==> src/rtl/key_sample_frontend.sv <==
// key_sample_frontend
//   Turns a bouncing, asynchronous, active-low pushbutton into exactly one
//   sample offer per press. It hands the 3x3 switch image to a BP network
//   over a valid/ready handshake, waits (bounded) for the classification and
//   shows it on a seven-segment display.
//
// Ports
//   clk           rising-edge clock for every flop
//   rst_n         synchronous active-low reset
//   key           pushbutton, active-low, asynchronous to clk
//   sw[8:0]       switch image, sampled when a press is accepted
//   sample_valid  sample offered to the network (registered)
//   sample_ready  network accepts the sample
//   sample_data   latched switch image (registered)
//   result_valid  one-cycle classification strobe
//   result_class  classification value
//   led[6:0]      seven-segment drive {g,f,e,d,c,b,a}, active-low (registered)
//   busy          a transaction is in flight (ISSUE or WAIT)
//
// state | meaning
// IDLE  | nothing shown yet, waiting for a press
// ISSUE | sample offered, waiting for sample_ready
// WAIT  | sample taken, waiting for result or timeout
// SHOW  | result (or "E") on display, waiting for next press

module key_sample_frontend #(
  parameter int DEBOUNCE_CYCLES = 3,
  parameter int TIMEOUT_CYCLES  = 1024
) (
  input  logic       clk,
  input  logic       rst_n,
  input  logic       key,
  input  logic [8:0] sw,
  output logic       sample_valid,
  input  logic       sample_ready,
  output logic [8:0] sample_data,
  input  logic       result_valid,
  input  logic [3:0] result_class,
  output logic [6:0] led,
  output logic       busy
);

  localparam logic [7:0]  DB_LAST = 8'(DEBOUNCE_CYCLES - 1);
  localparam logic [15:0] TO_LAST = 16'(TIMEOUT_CYCLES - 1);

  localparam logic [6:0] LED_BLANK = 7'b1111111;
  localparam logic [6:0] LED_ERR   = 7'b0000110;
  localparam logic [6:0] LED_DASH  = 7'b0111111;

  typedef enum logic [1:0] {
    S_IDLE  = 2'd0,
    S_ISSUE = 2'd1,
    S_WAIT  = 2'd2,
    S_SHOW  = 2'd3
  } state_t;

  state_t      state;
  logic        key_m;
  logic        key_s;
  logic [7:0]  db_cnt;
  logic [7:0]  rel_cnt;
  logic        armed;
  logic [15:0] to_cnt;
  logic        accept;

  function automatic logic [6:0] seg_decode(input logic [3:0] v);
    logic [6:0] s;
    case (v)
      4'd0:    s = 7'b1000000;
      4'd1:    s = 7'b1111001;
      4'd2:    s = 7'b0100100;
      4'd3:    s = 7'b0110000;
      4'd4:    s = 7'b0011001;
      4'd5:    s = 7'b0010010;
      4'd6:    s = 7'b0000010;
      4'd7:    s = 7'b1111000;
      4'd8:    s = 7'b0000000;
      4'd9:    s = 7'b0010000;
      default: s = LED_DASH;
    endcase
    return s;
  endfunction

  // Two-flop synchronizer; idles high so reset does not look like a press.
  always_ff @(posedge clk) begin
    if (!rst_n) begin
      key_m <= 1'b1;
      key_s <= 1'b1;
    end else begin
      key_m <= key;
      key_s <= key_m;
    end
  end

  // db_cnt counts consecutive lows, rel_cnt consecutive highs. The press is
  // accepted once per low run; re-arming needs a full debounce of release so
  // bounce on key-up cannot produce a second acceptance.
  assign accept = !key_s && (db_cnt == DB_LAST) && armed;

  always_ff @(posedge clk) begin
    if (!rst_n) begin
      db_cnt  <= '0;
      rel_cnt <= '0;
      armed   <= 1'b1;
    end else if (!key_s) begin
      rel_cnt <= '0;
      if (db_cnt != DB_LAST) db_cnt <= db_cnt + 8'd1;
      if (accept) armed <= 1'b0;
    end else begin
      db_cnt <= '0;
      if (rel_cnt == DB_LAST) armed <= 1'b1;
      else                    rel_cnt <= rel_cnt + 8'd1;
    end
  end

  always_ff @(posedge clk) begin
    if (!rst_n) begin
      state        <= S_IDLE;
      sample_valid <= 1'b0;
      sample_data  <= '0;
      led          <= LED_BLANK;
      to_cnt       <= '0;
    end else begin
      case (state)
        S_IDLE, S_SHOW: begin
          // led is left alone so the previous result stays visible.
          if (accept) begin
            state        <= S_ISSUE;
            sample_valid <= 1'b1;
            sample_data  <= sw;
          end
        end
        S_ISSUE: begin
          if (sample_valid && sample_ready) begin
            state        <= S_WAIT;
            sample_valid <= 1'b0;
            to_cnt       <= '0;
          end
        end
        S_WAIT: begin
          // Result is tested first so it wins over a simultaneous timeout.
          if (result_valid) begin
            led   <= seg_decode(result_class);
            state <= S_SHOW;
          end else if (to_cnt == TO_LAST) begin
            led   <= LED_ERR;
            state <= S_SHOW;
          end else begin
            to_cnt <= to_cnt + 16'd1;
          end
        end
        default: state <= S_IDLE;
      endcase
    end
  end

  assign busy = (state == S_ISSUE) || (state == S_WAIT);

endmodule

==> config.mk <==
export PLATFORM = sky130hd
export DESIGN_NAME = key_sample_frontend
export DESIGN_NICKNAME = d
export VERILOG_FILES = /design/src/rtl/key_sample_frontend.sv
export SDC_FILE = /design/constraint.sdc
export NUM_CORES = 1
export LEC_CHECK = 0
export ABC_AREA = 1
export BUFFER_PORTS_ARGS = -buffer_cell sky130_fd_sc_hd__buf_2
export CAP_MARGIN = 15
export CORE_UTILIZATION = 55
export DETAILED_ROUTE_END_ITERATION = 6
export GPL_TIMING_DRIVEN = 0
export PLACE_DENSITY = 0.76
export SLEW_MARGIN = 10
export SYNTH_ARGS = -nofsm -noshare
export SYNTH_HDL_FRONTEND = slang
export SYNTH_SLANG_ARGS = --single-unit
==> constraint.sdc <==
create_clock -name clk -period 4.69 [get_ports clk]
set_input_delay 0 -clock clk [delete_from_list [all_inputs] [get_ports clk]]
set_output_delay 0 -clock clk [all_outputs]
set_load 0.005 [all_outputs]
* Word-level counts from Yosys, hierarchy flattened
Memory sizes are Yosys's and may differ from the RTL's.
Index checks and enable logic that the tools add are counted.
** Storage, ports and cells
- Output and inout bits :: 18
- Memories kept :: 1
- Bits in registers :: 54
- Input bits :: 18
- Logic and storage cells :: 64
- ROM bits :: 112
** Operators by class
- Equal/unequal tests :: 13
- Multiplexer cells :: 17
- Bitwise operators :: 1
- Reductions and logical operators :: 19
- $add $sub $neg :: 3
** Memories
- (no name shown) :: words 16, bits a word 7, read ports 1, clocked after memory_dff 0, wr ports 0, RTL line 68 : case (v)
** Operator list (number)
- $mux 16 :: 3
- $pmux 16 s2 :: 1
- $add 16x1->16 const B :: 1
- $add 8x1->8 const B :: 2
- $eq 16x10->1 const B :: 1
- $eq 8x2->1 const B :: 2
- $mux 7 :: 2
- $mux 2 :: 4
- $ne 2x2->1 const B :: 4
- $ne 8x2->1 const B :: 1
- $reduce_and 2->1 :: 4
- $reduce_bool 2->1 :: 4
- $pmux 2 s3 :: 1
- $reduce_and 3->1 :: 2
- $mux 1 :: 5
- $eq 2x2->1 const B :: 2
- $reduce_and 4->1 :: 1
- $reduce_or 2->1 :: 2
- $logic_and 1x1->1 :: 3
- $ne 3x3->1 const B :: 1
- $eq 2x1->1 const B :: 1
- $logic_not 2->1 :: 1
- $ne 2x1->1 const B :: 1
- $pmux 1 s2 :: 1
- other kinds (3) :: 3

* Longest topological paths before layout
- Depth in word-level cells :: 5
- Mapped depth :: 12
- Gate-level depth less buffers :: 12

* Worst setup path before layout
Ideal clock, no wire load.
- Path kind :: register to register
- Start :: reg state[0]
- End :: reg to_cnt[3]
- Period minus slack after synthesis :: 1.604 ns
- Data arrival time :: 1.489 ns
- Required time :: 4.575 ns
- Setup slack :: 3.086 ns
- Cell stages (with the launch flop) :: 12
- Buffers on the path :: 2
- Library setup time :: 0.115 ns
- Path through :: dfxtp_1 inv_1 ha_1 buf_2 nand2_2 inv_2 nor2_4 nand2_4 buf_8 nand2_4 o21ai_2 and2_1
** Between the ends
- Word-level cells in the longest chain between the ends :: 3
- Elaborated cells between the ends (all ways) :: 8
- Those cells by class :: eq/ne: 5; mux: 1; reduce/logical: 2
** Ends and longest elaborated chain
- from (decl) :: RTL line 57 : state_t state;
- from (signal assigned) :: RTL line 118 : state <= S_IDLE;
- from (signal assigned) :: RTL line 128 : state <= S_ISSUE;
- from (signal assigned) :: RTL line 135 : state <= S_WAIT;
- $eq 2x2->1 / $eq 2x1->1 (equally long branches) :: RTL line 124 : case (state)
- $ne 2x2->1 (no line) / $reduce_bool 2->1 (equally long branches)
- $reduce_and 4->1 (no line)
- to (signal assigned) :: RTL line 149 : to_cnt <= to_cnt + 16'd1;
- to (decl) :: RTL line 63 : logic [15:0] to_cnt;
Several ways; a longest one is shown, not always the timed one.
A chain may end at the register's enable or synchronous reset.

* Final worst setup path
- Start :: reg state[0]
- End :: reg to_cnt[13]
Same word-level chain as after synthesis.

==> reports/metrics.csv <==
stage,metric,value,unit
status,status,"complete, no violations",
synth,syn_nets,440,
routing,routed_wl,5915,um
hold_path,hold_path.class,in2reg,
worst_setup_path,r2r_start,state[0],
final_layout,drive_gt1_share,14.75,%
final_layout,area_growth,15.95,%
clocking,cts_tree,built,
grt,grtUsageTotal,23.15,%
clocking,cts_resized,0,
timing,max_freq,0.5420,GHz
synth,yosysSeqAreaShare,37.55,%
die,rows,25,
power,power,1.057,mW
timing,rsz0062_at_grt,no,
clocking,htreeDepth,2,
routing,dr.pass1.iters,4,
worst_setup_path,worst_path_max_delay_cell,dfxtp_1,
power,irDropWorstVdd,0.0002111,V
worst_setup_path,slowest_delay,0.37,ns
timing,worst_pin_slew,0.5295,ns
routing,wl_per_cell,11.20,um
synth,netlist_instances,408,
timing,final_hold_viol_count,0,
timing,maxSlewViolCount,0,
synth,synth.distinct_cells,34,
synth,ys_warn_count,0,
die,die_w,74.35,um
worst_setup_path,cp_cell_sequence,"inv_1, ha_1, buf_2, nand2_2, inv_2, nor2_4, nand3_1, nor2_1, inv_1, o21ai_1",
worst_setup_path,crit_start,state[0],
grt,grt_pass1_vias,2371,
die,ios,36,
grt,grt_max_degree,17,
timing,period_needed,1.845,ns
synth,syn_avg_cell_area,7.056,sq um
clocking,cts_made_buffers,5,
timing,setup_tns,0,ns
routing,first_iter_violations,79,
die,die_y,74.35,um
placement,hpwl,4281,um
worst_setup_path,end_kind,register,
die,start_util,59.00,%
clocking,path_clk_slew,0.09,ns
worst_setup_path,crit_path_start_kind,register,
routing,vias_per_cell,4.985,
worst_setup_path,crit_type,reg2reg,
final_layout,antenna_cells,0,
grt,grt-ovfl-total,0,
routing,num_vias,2632,
worst_setup_path,required,4.94,ns
placement,port_buffers,34,
worst_setup_path,cp.arrival,2.10,ns
final_layout,nNetsFinal,492,
job,drv_cap,0,
worst_setup_path,crit_top_cell,inv_1,
worst_setup_path,crit_family,simple AND/OR/NAND/NOR gates,
clocking,cts.sinks,54,
die,core,4880,sq um
worst_setup_path,crit_buf_inv,4,
grt,antenna_found_initial,0,
clocking,clockBufferDepth,2,
placement,gp_congestion,0.8501,
clocking,cts-root-buf,clkbuf_8,
routing,drtAntennaViolNets,0,
clocking,clock_latency,0.31,ns
timing,post-route-period-util,39.34,%
timing,setup_viol,0,
worst_setup_path,critPathMaxFanout,10,
timing,timing.slew.headroom,64.70,%
hold_path,min-delay-start,result_valid,
power,powerDensity,316.6,nW/um^2
synth,mappedNetlistArea,2879,sq um
power,p_leak,1.410,nW
routing,drc,0,
die,dieArea,5528,sq um
synth,synth-seq-cells,54,
grt,grt_pass1_wl,9818,um
timing,skew,0.01126,ns
routing by layer:
layer / vias up / GRT usage [%] / part of all wire (%)
li1: 1402 / - / -
met1: 1192 / 28.22 / 48
met2: 31 / 40.81 / 48
met3: 7 / 4.336 / 2.7
met4: 0 / 8.176 / 1.4
met5: - / 0 / 0
cell usage after synthesis, drive strengths merged:
library cell	count	area, sq um
nand2	93	374.1
inv	62	232.7
nor2	56	237.7
dfxtp	54	1081
a21oi	30	153.9
nand3	25	137.6
o21ai	22	113.9
ha	14	175.2
nand4	9	71.32
nor3	9	45.04
o21a	9	67.56
buf	5	36.28
xor2	5	43.79
xnor2	4	35.03
nor3b	3	22.52
clkbuf	2	7.510
or2	2	12.51
a2111o	1	11.26
a31oi	1	6.260
and2	1	6.260
o211ai	1	7.510
worst paths after layout:
kind | end | slack (ns) | cells after the start
hold / removal | led[2] | 0.04 | 4
hold reg to reg | key_s | 0.42 | 1
setup reg to reg | to_cnt[13] | 2.85 | 10
setup / recovery | to_cnt[13] | 2.85 | 10
final cells by class:
type / count / area [sq um]
Fill cell: 433 / 1541
Buffer: 7 / 43.79
Clock inverter: 2 / 12.51
Inverter: 62 / 232.7
Timing Repair Buffer: 45 / 280.3
Clock buffer: 6 / 82.58
Tap cell: 67 / 83.83
Multi-Input combinational cell: 285 / 1521
Sequential cell: 54 / 1081
tightest hold or removal path, cell delays in order:
cell	delay, ns
buf_2	0.12
nand2_1	0.07
o21ai_0	0.07
nand3_1	0.07
sequential cells by signal, indices dropped and copies added, names as in the netlist, 2 cells and up:
register     cells
rel_cnt          8
db_cnt           8
sample_data      9
state            2
to_cnt          16
led              7
layout by cell type, fill, tap and decap left out:
cell type and count:
o21ai_0 12, nand2_1 87, inv_1 57, o21ai_2 1, nand3_4 1, buf_8 1
nor3b_1 3, xnor2_1 4, o211ai_1 1, clkinvlp_4 1, nor2_2 2, nand4_1 8
clkbuf_1 2, nor2_4 3, buf_4 1, a2111o_1 1, dfxtp_1 54, buf_1 1
and2_1 1, nand4_4 1, dlygate4sd3_1 11, o21ai_1 9, nor3_1 9, inv_2 5
xor2_1 5, or2_2 2, a21oi_2 1, nor2_1 51, clkbuf_8 6, buf_2 36
nand2_2 4, a31oi_1 1, nand2_4 2, o21a_1 9, a21oi_1 29, clkinv_2 1
nand3_1 24, ha_1 14
cells by family (layout without fill, tap and decap cells):
kind of cell	after synthesis	after routing	synth area share (%)
fa+ha+maj	14	14	6.084
xor+xnor	9	9	2.738
compound gates	64	64	12.52
buf+inv	69	122	9.605
simple gates	198	198	31.51
flops	54	54	37.55
power breakdown:
part           total [mW]  internal [mW]  leakage, nW  switching, mW
logic               0.277          0.104        0.925          0.172
registers           0.505          0.487        0.437         0.0186
clock network       0.275          0.119       0.0472          0.156
total                1.06          0.710         1.41          0.347
stage by stage:
step	cells	setup WS [ns]	instance area (sq um)	utilization [%]	hold WS [ns]
after global placement	509	2.874	3133	64.21	0.2084
after detailed placement	509	2.868	3133	64.21	0.2142
after global routing	528	2.636	3338	68.41	0.09362
final	528	2.845	3338	68.41	0.04394
after floorplan	408	3.086	2879	-	0.1066
after CTS	528	2.856	3338	68.41	0.04454
repair_timing:
| item | in CTS | in global routing |
|---|---|---|
| setup buffers | 0 | 0 |
| setup endpoints to repair | 0 | 0 |
| hold endpoints to repair | 14 | 0 |
| hold buffers | 11 | 0 |
No activity file was read; power rests on OpenSTA's default activity.
